File: src/rtl/button_event_arbiter.sv
`default_nettype none
// ============================================================================
// Module   : button_event_arbiter
// Brief    : Debounced push-button edge events, one pending slot per button,
//            shared round-robin output with valid/ready handshake.
// Revision : 1.0
// ============================================================================
module button_event_arbiter #(
    parameter int N               = 4,
    parameter int DEBOUNCE_CYCLES = 16,
    localparam int IDW            = $clog2((N > 2) ? N : 2)
) (
    input  logic           sysclk,
    input  logic           rst,
    input  logic [N-1:0]   btn,
    input  logic           evt_ready,
    output logic           evt_valid,
    output logic [IDW-1:0] evt_id,
    output logic           dropped,
    output logic [N-1:0]   pending
);

    localparam int                 c_CNT_W   = $clog2(DEBOUNCE_CYCLES);
    localparam logic [c_CNT_W-1:0] c_CNT_MAX = c_CNT_W'(DEBOUNCE_CYCLES - 1);
    localparam logic [IDW-1:0]     c_LAST_ID = IDW'(N - 1);

    logic [N-1:0]         r_sync1;
    logic [N-1:0]         r_sync2;
    logic [N-1:0]         r_stable;
    logic [N-1:0]         r_stable_d;
    logic [c_CNT_W-1:0]   r_cnt [N];
    logic [N-1:0]         r_pending;
    logic                 r_dropped;
    logic                 r_evt_valid;
    logic [IDW-1:0]       r_evt_id;
    logic [IDW-1:0]       r_ptr;

    logic [N-1:0]         w_rise;
    logic                 w_load;
    logic                 w_found;
    logic                 w_grant;
    logic [IDW-1:0]       w_gnt_idx;
    logic [N-1:0]         w_gnt_vec;
    logic [N-1:0]         w_pending_nxt;
    logic                 w_dropped_nxt;

    // Synchroniser and debounce: the stable level only follows the synchronised
    // input after it has disagreed for DEBOUNCE_CYCLES consecutive cycles.
    always_ff @(posedge sysclk) begin
        if (rst) begin
            r_sync1    <= '0;
            r_sync2    <= '0;
            r_stable   <= '0;
            r_stable_d <= '0;
            for (int i = 0; i < N; i++) begin
                r_cnt[i] <= '0;
            end
        end else begin
            r_sync1    <= btn;
            r_sync2    <= r_sync1;
            r_stable_d <= r_stable;
            for (int i = 0; i < N; i++) begin
                if (r_sync2[i] == r_stable[i]) begin
                    r_cnt[i] <= '0;
                end else if (r_cnt[i] == c_CNT_MAX) begin
                    r_stable[i] <= r_sync2[i];
                    r_cnt[i]    <= '0;
                end else begin
                    r_cnt[i] <= r_cnt[i] + 1'b1;
                end
            end
        end
    end

    assign w_rise = r_stable & ~r_stable_d;
    assign w_load = ~r_evt_valid | evt_ready;

    // Round-robin search: walk offsets downward so the nearest pending channel
    // at or above the pointer is the last (winning) assignment.
    always_comb begin
        w_found   = 1'b0;
        w_gnt_idx = '0;
        for (int k = N - 1; k >= 0; k--) begin
            int j;
            j = int'(r_ptr) + k;
            if (j >= N) begin
                j = j - N;
            end
            if (r_pending[j]) begin
                w_found   = 1'b1;
                w_gnt_idx = IDW'(j);
            end
        end
    end

    assign w_grant   = w_load & w_found;
    assign w_gnt_vec = w_grant ? (N'(1) << w_gnt_idx) : '0;

    // A new rise on the channel being granted re-arms it instead of dropping.
    assign w_pending_nxt = (r_pending & ~w_gnt_vec) | w_rise;
    assign w_dropped_nxt = |(w_rise & r_pending & ~w_gnt_vec);

    always_ff @(posedge sysclk) begin
        if (rst) begin
            r_pending   <= '0;
            r_dropped   <= 1'b0;
            r_evt_valid <= 1'b0;
            r_evt_id    <= '0;
            r_ptr       <= '0;
        end else begin
            r_pending <= w_pending_nxt;
            r_dropped <= w_dropped_nxt;
            if (w_load) begin
                r_evt_valid <= w_found;
                if (w_found) begin
                    r_evt_id <= w_gnt_idx;
                    r_ptr    <= (w_gnt_idx == c_LAST_ID) ? '0 : w_gnt_idx + 1'b1;
                end
            end
        end
    end

    assign evt_valid = r_evt_valid;
    assign evt_id    = r_evt_id;
    assign dropped   = r_dropped;
    assign pending   = r_pending;

endmodule
`default_nettype wire

File: config.mk
export PLATFORM = sky130hd
export DESIGN_NAME = button_event_arbiter
export DESIGN_NICKNAME = d
export VERILOG_FILES = /design/src/rtl/button_event_arbiter.sv
export SDC_FILE = /design/constraint.sdc
export NUM_CORES = 1
export LEC_CHECK = 0
export ABC_AREA = 1
export CAP_MARGIN = 25
export CORE_MARGIN = 2
export CORE_UTILIZATION = 37
export DETAILED_ROUTE_END_ITERATION = 8
export HOLD_SLACK_MARGIN = 0.12
export PLACE_DENSITY = 0.65
export SYNTH_ARGS = -nofsm -noshare
export SYNTH_HDL_FRONTEND = slang
export SYNTH_SLANG_ARGS = --single-unit
File: constraint.sdc
create_clock -name sysclk -period 1.7 [get_ports sysclk]
set_input_delay 0.255 -clock sysclk [delete_from_list [all_inputs] [get_ports sysclk]]
set_output_delay 0.255 -clock sysclk [all_outputs]
set_load 0.05 [all_outputs]
==> impl_metrics.env, run 1 <==
export IMPL_stdcell_count=356
export IMPL_cts_sinks=42
export IMPL_vias=1551
export IMPL_antenna_found_initial=0
export IMPL_combPwrFrac_pct=44.5
export IMPL_core_area_um2=5140
export IMPL_pre_cts_ws_ns=-0.08235
export IMPL_seqCellArea_um2=1023
export IMPL_grt_usage_pct=13.35
export IMPL_switching_share_pct=38.10
export IMPL_cp_required_ns=1.89
export IMPL_area_delta_synth_final_pct=30.79
export IMPL_rsz0062_at_grt="true"
export IMPL_fin_nets=300
export IMPL_cts_root_buf="clkbuf_8"
export IMPL_clock_latency_ns=0.29
export IMPL_dp_cells=338
export IMPL_netlist_area_leader_share_pct=26.25
export IMPL_fillerInstances=526
export IMPL_hold_viol=0
export IMPL_p_leak_nw=1.132
export IMPL_setup_viol=2
export IMPL_firstDrtPassIters=4
export IMPL_netSwitchingPower_w=0.001259
export IMPL_violations="setup timing"
export IMPL_io_pins=15
export IMPL_maxCapViolations=0
export IMPL_synth_top_cells_by_area="dfxtp_1 (26%), edfxtp_1 (24%), nor2_1 (6.6%)"
export IMPL_cts_buffers=5
export IMPL_crit_family="simple AND/OR/NAND/NOR gates"
export IMPL_async_flop_share_pct=0
export IMPL_reg2reg_setup_slack_ns=-0.04
export IMPL_multi_input_area_um2=985.9
export IMPL_die_w_um=77.21
export IMPL_avgSynthCellArea_um2=8.585
export IMPL_path_cells="inv_8, nand2_2, nand2_2, nand2_2, nand3_2, nand2_4, o21ai_4, ha_4, nand3_2, nand2_1, nand2_1, nor2_1, nor2_1"
export IMPL_cts_tree="yes"
export IMPL_hold_end="r_sync2[0]"
export IMPL_r2r_start="r_ptr[0]"
export IMPL_final_min_clock_period_ns=1.744
export IMPL_ys_types=26
export IMPL_portBuffers=14
export IMPL_cp_data_arrival_time_ns=1.94
export IMPL_placedInstanceArea_um2=2342
export IMPL_grt_pass1_wl_um=6285
export IMPL_via_per_inst=4.357
export IMPL_r2r_end="dropped"
export IMPL_drive_gt1_share_pct=31.82
export IMPL_grt_pass1_vias=1512
export IMPL_ys_seq_elements=42
export IMPL_layout_cell_area_non_filler_um2=2594
export IMPL_dieHeight_um=77.21
export IMPL_fmax_mhz=573.3
export IMPL_synth_enable_flop_cells=16
export IMPL_reg2regPathDepth=13
export IMPL_setup_worst_path_start_class="register"
export IMPL_die_area_um2=5961
export IMPL_synth_top_cells_by_count="nor2_1 (35), nand2_1 (34), inv_1 (29), dfxtp_1 (26), edfxtp_1 (16)"
export IMPL_cp_common_cell="nand2_2"
export IMPL_worstSetupPathType="register to register"
export IMPL_yosysSeqAreaShare_pct=50.47
export IMPL_slowest_stage="dfxtp_4"
export IMPL_path_clk_slew_ns=0.08
export IMPL_grt_max_degree=13
export IMPL_drcViolationCount=0
export IMPL_finalWeightedCongestion=0.8410
export IMPL_syn_area_um2=1983
export IMPL_drt_initial_drc_count=60
export IMPL_finalMaxSlewViolations=0
export IMPL_period_share_pct=102.6
export IMPL_power_density_nw_per_um2=1273
export IMPL_wl_um=3543
export IMPL_final_util_pct=50.46
export IMPL_initial_core_util_pct=38.58
export IMPL_end_kind="register"
export IMPL_syn_inst=231
export IMPL_dp_hpwl_um=2433
export IMPL_p_seq_share_pct=37.1
export IMPL_min_from="r_sync1[0]"
export IMPL_intPower_w=0.002045
export IMPL_p_clk_share_pct=18.5
export IMPL_finClkSkew_ns=0.002889
export IMPL_ys_flop_type="dfxtp_1"
export IMPL_gr_total_overflow=0
export IMPL_wl_per_cell_um=9.952
export IMPL_status="complete, but fails checks"
export IMPL_yosysWarnings=0
export IMPL_postRouteAntennaNets=0
export IMPL_yosysMostFrequentCell="nor2_1"
export IMPL_finalWorstSetupSlack_ns=-0.04420
export IMPL_yosysTopAreaCell="dfxtp_1"
export IMPL_worst_path_buf_inv=1
export IMPL_rows=26
export IMPL_clockBufferDepth=2
export IMPL_antenna_cells=0
export IMPL_hold_path_class="register to register"
export IMPL_crit_fanout=8
export IMPL_min_path_cells=2
export IMPL_setup_tns_ns=-0.06687
export IMPL_ir_drop_mv=0.5309
export IMPL_critPathMaxStageDelay_ns=0.40
export IMPL_h_tree_depth=2
## cells by family (layout without fill, tap and decap cells)
| logic type | Yosys count | after routing | synth area share [%] |
|---|---|---|---|
| xor+xnor | 7 | 7 | 3.092 |
| compound gates | 27 | 27 | 7.255 |
| other cells | 1 | 16 | 0.1891 |
| fa+ha+maj | 8 | 8 | 5.048 |
| simple gates | 110 | 110 | 26.37 |
| flops | 42 | 42 | 50.47 |
| buf+inv | 36 | 76 | 7.571 |
## worst register-to-register path: stages (launching register included)
cell and delay, ns:
dfxtp_4 0.40, inv_8 0.10, nand2_2 0.06, nand2_2 0.08, nand2_2 0.07, nand3_2 0.10
nand2_4 0.07, o21ai_4 0.24, ha_4 0.19, nand3_2 0.07, nand2_1 0.07, nand2_1 0.06
nor2_1 0.10, nor2_1 0.04
## layer usage
layer | vias to the layer above | wire, um | global-route usage [%]
li1 | 823 | - | -
met1 | 697 | 1583 | 15.17
met2 | 23 | 1751 | 23.13
met3 | 8 | 122 | 4.118
met4 | 0 | 85 | 5.536
met5 | - | 0 | 0
## cell usage in the layout (no fill, tap or decap), types with 9 or more instances in the layout
| cell | netlist | final |
|---|---|---|
| nand3_1 | 14 | 9 |
| conb_1 | 1 | 16 |
| edfxtp_1 | 16 | 16 |
| nor2_1 | 35 | 35 |
| nand2_1 | 34 | 26 |
| a21oi_1 | 15 | 15 |
| inv_1 | 29 | 26 |
| buf_4 | 0 | 30 |
| nand2_2 | 14 | 19 |
| dfxtp_1 | 26 | 20 |
## per-stage QoR
stage / hold WS [ns] / power [W]
final: 0.4024 / 0.003303
after global routing: 0.4085 / 0.003528
after CTS: 0.4041 / 0.003170
after detailed placement: 0.3926 / 0.002314
after global placement: 0.3904 / 0.002303
after floorplan: 0.3620 / 0.001979
## registers in the layout (all words and copies together) (netlist names)
register	flops
evt_id	2
r_ptr	2
evt_valid	1
r_cnt	16
r_sync2	4
pending	4
dropped	1
r_stable	4
r_stable_d	4
r_sync1	4
## how the worst max path moves through the flow
| stage | slack [ns] | startpoint | cells after the start | endpoint |
|---|---|---|---|---|
| final | -0.04 | r_ptr[0] | 13 | dropped |
| after global routing | -0.17 | r_ptr[0] | 15 | dropped |
| after CTS | -0.02 | r_ptr[0] | 13 | dropped |
| after detailed placement | -0.08 | r_ptr[0] | 15 | dropped |
| after global placement | -0.06 | r_ptr[0] | 16 | dropped |
| after floorplan | 0.02 | pending[1] | 15 | dropped |
## power groups by stage
stage               combinational (W)  clock [W]  sequential (W)
global placement              0.00110          0         0.00120
floorplan                    0.000689          0         0.00129
global route                  0.00161   0.000677         0.00124
detailed placement            0.00112          0         0.00120
finish                        0.00147   0.000609         0.00122
CTS                           0.00130   0.000645         0.00122
## what timing repair did
item / 4_1_cts / 5_1_grt
endpoints found under the setup margin: 5 / 9
buffers inserted: 9 / 2
hold buffers: 0 / 0
resized for setup: 23 / 8
endpoints found under the hold margin: 0 / 0
pin swaps: 10 / 4
## cell type report
| type | instances | area share [%] |
|---|---|---|
| Sequential cell | 42 | 39.46 |
| Multi-Input combinational cell | 168 | 38.01 |
| Timing Repair Buffer | 36 | 11.00 |
| Inverter | 32 | 5.017 |
| Tap cell | 70 | 3.377 |
| Clock buffer | 6 | 2.798 |
| Clock inverter | 2 | 0.3377 |
(Power assumes the default switching activity.)
==> inputs of run 2 (changes only) <==
- PLACE_DENSITY: 0.65 -> 0.59
==> run 2 against run 1 <==
Effect of this change:
- the run still ends with setup timing left
- utilization rose by 1.9 points
- final area rose by 3.8%
- largest cell class is now multi-input combinational cells
- via count barely moved
- wire length rose by 5.4%
==> impl_metrics.env, run 2 (same netlist as run 1, synthesis figures left out) <==
export IMPL_min_from="r_sync1[2]"
export IMPL_gr_total_overflow=0
export IMPL_reg2regPathDepth=11
export IMPL_drcViolationCount=0
export IMPL_min_path_cells=2
export IMPL_initial_core_util_pct=38.58
export IMPL_setup_viol=4
export IMPL_r2r_start="r_ptr[0]"
export IMPL_hold_viol=0
export IMPL_fin_nets=300
export IMPL_setup_worst_path_start_class="register"
export IMPL_dieHeight_um=77.21
export IMPL_antenna_found_initial=0
export IMPL_die_w_um=77.21
export IMPL_reg2reg_setup_slack_ns=-0.04
export IMPL_mostFrequentLayoutCells="nor2_1 (35), buf_4 (29), nand2_1 (24), inv_1 (24), dfxtp_1 (20)"
export IMPL_mostFrequentLayoutCell="nor2_1"
export IMPL_area_delta_synth_final_pct=35.71
export IMPL_crit_fanout=8
export IMPL_via_per_inst=4.360
export IMPL_finalWeightedCongestion=0.8580
export IMPL_top_register="r_cnt"
export IMPL_placedInstanceArea_um2=2347
export IMPL_dp_hpwl_um=2450
export IMPL_rsz0062_at_grt="true"
export IMPL_clock_latency_ns=0.29
export IMPL_finClkSkew_ns=0.006280
export IMPL_cp_required_ns=1.89
export IMPL_end_kind="register"
export IMPL_path_clk_slew_ns=0.08
export IMPL_drive_gt1_share_pct=34.62
export IMPL_clockBufferDepth=2
export IMPL_crit_start="r_ptr[0]"
export IMPL_grt_max_degree=20
export IMPL_grt_pass1_wl_um=5996
export IMPL_io_pins=15
export IMPL_portBuffers=14
export IMPL_p_leak_nw=1.159
export IMPL_final_min_clock_period_ns=1.743
export IMPL_die_area_um2=5961
export IMPL_antenna_cells=0
export IMPL_cts_buffers=5
export IMPL_h_tree_depth=2
export IMPL_vias=1552
export IMPL_p_total_w=0.003392
export IMPL_cts_sinks=42
export IMPL_finalMaxSlewViolations=0
export IMPL_maxCapViolations=0
export IMPL_largest_reg_flops=16
export IMPL_hold_path_class="register to register"
export IMPL_fmax_mhz=573.7
export IMPL_stdcell_count=356
export IMPL_finalWorstSetupSlack_ns=-0.04306
export IMPL_postRouteAntennaNets=0
export IMPL_drt_initial_drc_count=34
export IMPL_power_density_nw_per_um2=1260
export IMPL_firstDrtPassIters=4
export IMPL_grt_pass1_vias=1379
export IMPL_dp_cells=337
export IMPL_cts_tree="yes"
export IMPL_worstSetupPathType="register to register"
export IMPL_cp_data_arrival_time_ns=1.93
export IMPL_final_util_pct=52.36
export IMPL_ir_drop_mv=0.5801
export IMPL_grt_usage_pct=12.62
export IMPL_wl_per_cell_um=10.49
export IMPL_layout_cell_area_non_filler_um2=2691
export IMPL_violations="setup timing"
export IMPL_status="complete, but fails checks"
export IMPL_r2r_end="pending[2]"
export IMPL_core_area_um2=5140
export IMPL_hold_end="r_sync2[2]"
export IMPL_wl_um=3733
export IMPL_period_share_pct=102.5
export IMPL_cts_root_buf="clkbuf_8"
export IMPL_rows=26
==> run 2: repair_timing <==
item	CTS	global route
pin swaps	16	17
resized for setup	26	24
setup buffers	6	6
setup endpoints to repair	4	9
gates cloned	0	0
hold buffers	0	0
==> run 2: metrics by stage <==
stage | setup WS (ns) | hold WS, ns | TNS, ns
after global routing | -0.1664 | 0.4139 | -0.6876
final | -0.04306 | 0.4050 | -0.1053
after global placement | -0.07361 | 0.3904 | -0.1792
after CTS | -0.002582 | 0.4050 | -0.002582
after detailed placement | -0.09818 | 0.3933 | -0.2455
after floorplan | 0.02044 | 0.3620 | 0
==> run 2: area by class of cell <==
cell class	instances	area (um^2)
clock buffers	5	68.82
clock inverters	3	16.27
repair buffers	36	297.8
inverters	32	135.1
fillers	510	2449
flip-flops and latches	42	1023
well taps	70	87.58
multi-input cells	168	1062
==> run 2: critical path, cell delays in order, from the launching register on <==
cell and delay [ns]:
dfxtp_4 0.43, nand2_2 0.11, nand3_2 0.11, nand2_2 0.07, inv_1 0.10, nand2_4 0.08, o21ai_4 0.20, ha_2 0.22
nand3_2 0.07, buf_4 0.14, nand2_2 0.05, a21oi_2 0.05
==> run 2: where the power goes <==
| part | switching [W] | internal (W) |
|---|---|---|
| Combinational | 0.000902 | 0.000645 |
| Sequential | 0.0000897 | 0.00113 |
| Clock | 0.000341 | 0.000281 |
==> run 2: how the worst max path moves through the flow <==
stage	end	slack [ns]	cells past startpoint
after global placement	dropped	-0.07	15
final	pending[2]	-0.04	11
after floorplan	dropped	0.02	15
after detailed placement	dropped	-0.1	15
after global routing	dropped	-0.17	12
after CTS	dropped	-0.003	14
==> run 2: metal layers <==
| metal | vias up | wire length (um) | track usage [%] |
|---|---|---|---|
| met2 | 23 | 1867 | 20.70 |
| met3 | 10 | 121 | 3.176 |
| met1 | 688 | 1649 | 15.58 |
| met5 | - | 0 | 0 |
| li1 | 831 | - | - |
| met4 | 0 | 95 | 5.714 |
==> inputs of run 3 (changes only) <==
- CTS_CLUSTER_SIZE: not set -> 25
- MAX_ROUTING_LAYER: not set -> met4
- REMOVE_ABC_BUFFERS: not set -> 1
==> run 3 against run 2 <==
Effect of this change:
- the run still ends with setup timing left
- critical path type unchanged
- die area is the same
- global-route usage grew 0.23 points
- wire length fell by 7.3%
- utilization shrank 2.0 points
- register-to-register slack gained 0.02 ns
==> impl_metrics.env, run 3 (same netlist as run 1, synthesis figures left out) <==
export IMPL_worst_path_buf_inv=1
export IMPL_hold_viol=0
export IMPL_stdcell_count=350
export IMPL_placedInstanceArea_um2=2362
export IMPL_dieHeight_um=77.21
export IMPL_path_clk_slew_ns=0.08
export IMPL_initial_core_util_pct=38.58
export IMPL_ctsHoldBuffers=0
export IMPL_setup_worst_path_start_class="register"
export IMPL_dp_cells=341
export IMPL_violations="setup timing"
export IMPL_postRouteAntennaNets=0
export IMPL_layout_cell_area_non_filler_um2=2589
export IMPL_via_per_inst=4.383
export IMPL_drive_gt1_share_pct=30.36
export IMPL_crit_fanout=8
export IMPL_firstDrtPassIters=4
export IMPL_fmax_mhz=581.3
export IMPL_final_util_pct=50.37
export IMPL_setup_viol=1
export IMPL_rows=26
export IMPL_gr_total_overflow=0
export IMPL_rsz0062_at_grt="true"
export IMPL_drt_initial_drc_count=52
export IMPL_finalWeightedCongestion=0.8535
export IMPL_dp_hpwl_um=2587
export IMPL_final_min_clock_period_ns=1.720
export IMPL_cts_buffers=5
export IMPL_grt_pass1_wl_um=6044
export IMPL_largest_reg_flops=16
export IMPL_antenna_found_initial=0
export IMPL_die_w_um=77.21
export IMPL_cts_root_buf="clkbuf_8"
export IMPL_cp_required_ns=1.89
export IMPL_slowest_stage="dfxtp_4"
export IMPL_finClkSkew_ns=0.004684
export IMPL_p_leak_nw=1.129
export IMPL_top_register="r_cnt"
export IMPL_finalMaxSlewViolations=0
export IMPL_fillerInstances=539
export IMPL_hold_path_class="register to register"
export IMPL_crit_family="simple AND/OR/NAND/NOR gates"
export IMPL_end_kind="register"
export IMPL_critPathMaxStageDelay_ns=0.39
export IMPL_portBuffers=14
export IMPL_grt_pass1_vias=1428
export IMPL_finalWorstSetupSlack_ns=-0.02025
export IMPL_wl_um=3462
export IMPL_cts_sinks=42
export IMPL_clock_latency_ns=0.29
export IMPL_worstSetupPathType="register to register"
export IMPL_die_area_um2=5961
export IMPL_cts_tree="yes"
export IMPL_drcViolationCount=0
export IMPL_maxCapViolations=0
export IMPL_status="complete, but fails checks"
export IMPL_ir_drop_mv=0.6500
export IMPL_period_share_pct=101.2
export IMPL_clockBufferDepth=2
export IMPL_area_delta_synth_final_pct=30.54
export IMPL_path_cells="inv_8, nand2_2, nand2_2, nand2_2, nand3_4, nand2_4, o21ai_4, ha_2, nand3_2, nand2_1, nand2_1, nor2_1, nor2_1"
export IMPL_fin_nets=294
export IMPL_h_tree_depth=2
export IMPL_grt_usage_pct=12.85
export IMPL_mostFrequentLayoutCell="nor2_1"
export IMPL_cp_common_cell="nand2_2"
export IMPL_io_pins=15
export IMPL_setup_tns_ns=-0.02025
export IMPL_grt_max_degree=20
export IMPL_wl_per_cell_um=9.891
export IMPL_vias=1534
export IMPL_cp_data_arrival_time_ns=1.91
export IMPL_core_area_um2=5140
export IMPL_mostFrequentLayoutCells="nor2_1 (35), nand2_1 (28), inv_1 (25), buf_4 (23), dfxtp_1 (20)"
export IMPL_antenna_cells=0
export IMPL_power_density_nw_per_um2=1255
run 3: worst reg2reg max path, delay by kind of cell, from the launching register on:
| family | cells | cell delay (ns) |
|---|---|---|
| AND/OR/NAND/NOR | 10 | 0.73 |
| AO/OA/AOI/OAI | 1 | 0.19 |
| adder cells (fa/ha/maj) | 1 | 0.21 |
| flip-flops | 1 | 0.39 |
| buffers and inverters | 1 | 0.09 |
run 3: repair_timing:
action                     4_1_cts  5_1_grt
gates cloned                     0        0
pin swaps                       10        6
resized for setup               23       15
buffers inserted                 2        0
setup endpoints to repair        5        9
run 3: power by group:
part	internal, W	switching, W
registers	0.00113	0.0000945
clock network	0.000432	0.000331
logic	0.000490	0.000767
total	0.00206	0.00119
run 3: through the flow:
| step | setup slack (ns) | power [W] | hold WS [ns] |
|---|---|---|---|
| 2_1_floorplan | -0.2639 | 0.001955 | 0.3241 |
| 3_3_place_gp | -0.07525 | 0.002306 | 0.3892 |
| 3_5_place_dp | -0.08837 | 0.002316 | 0.3961 |
| 4_1_cts | -0.02544 | 0.003191 | 0.4071 |
| 5_1_grt | -0.1102 | 0.003465 | 0.4215 |
| 6_report | -0.02025 | 0.003250 | 0.4044 |
run 3: worst paths after layout:
path              startpoint         end  cells past startpoint  slack (ns)
setup / recovery    r_ptr[0]     dropped                     13       -0.02
hold / removal    r_sync1[2]  r_sync2[2]                      2        0.40
setup reg to reg    r_ptr[0]     dropped                     13       -0.02
hold reg to reg   r_sync1[2]  r_sync2[2]                      2        0.40
run 3: layer usage:
layer,wire (um),vias up,global-route usage (%),part of all wire [%]
met5,0,-,-,0
met4,36,0,4.286,1.0
met3,146,5,3.412,4.2
met2,1717,26,21.48,50
met1,1562,692,14.99,45
li1,-,811,-,-
run 3: cell type report:
type	instances	area (um^2)	area share, %
clock buffers	5	68.82	2.658
clock inverters	3	40.04	1.547
inverters	32	130.1	5.027
multi-input cells	168	991.0	38.28
flip-flops and latches	42	1018	39.34
well taps	70	87.58	3.383
repair buffers	30	252.7	9.763
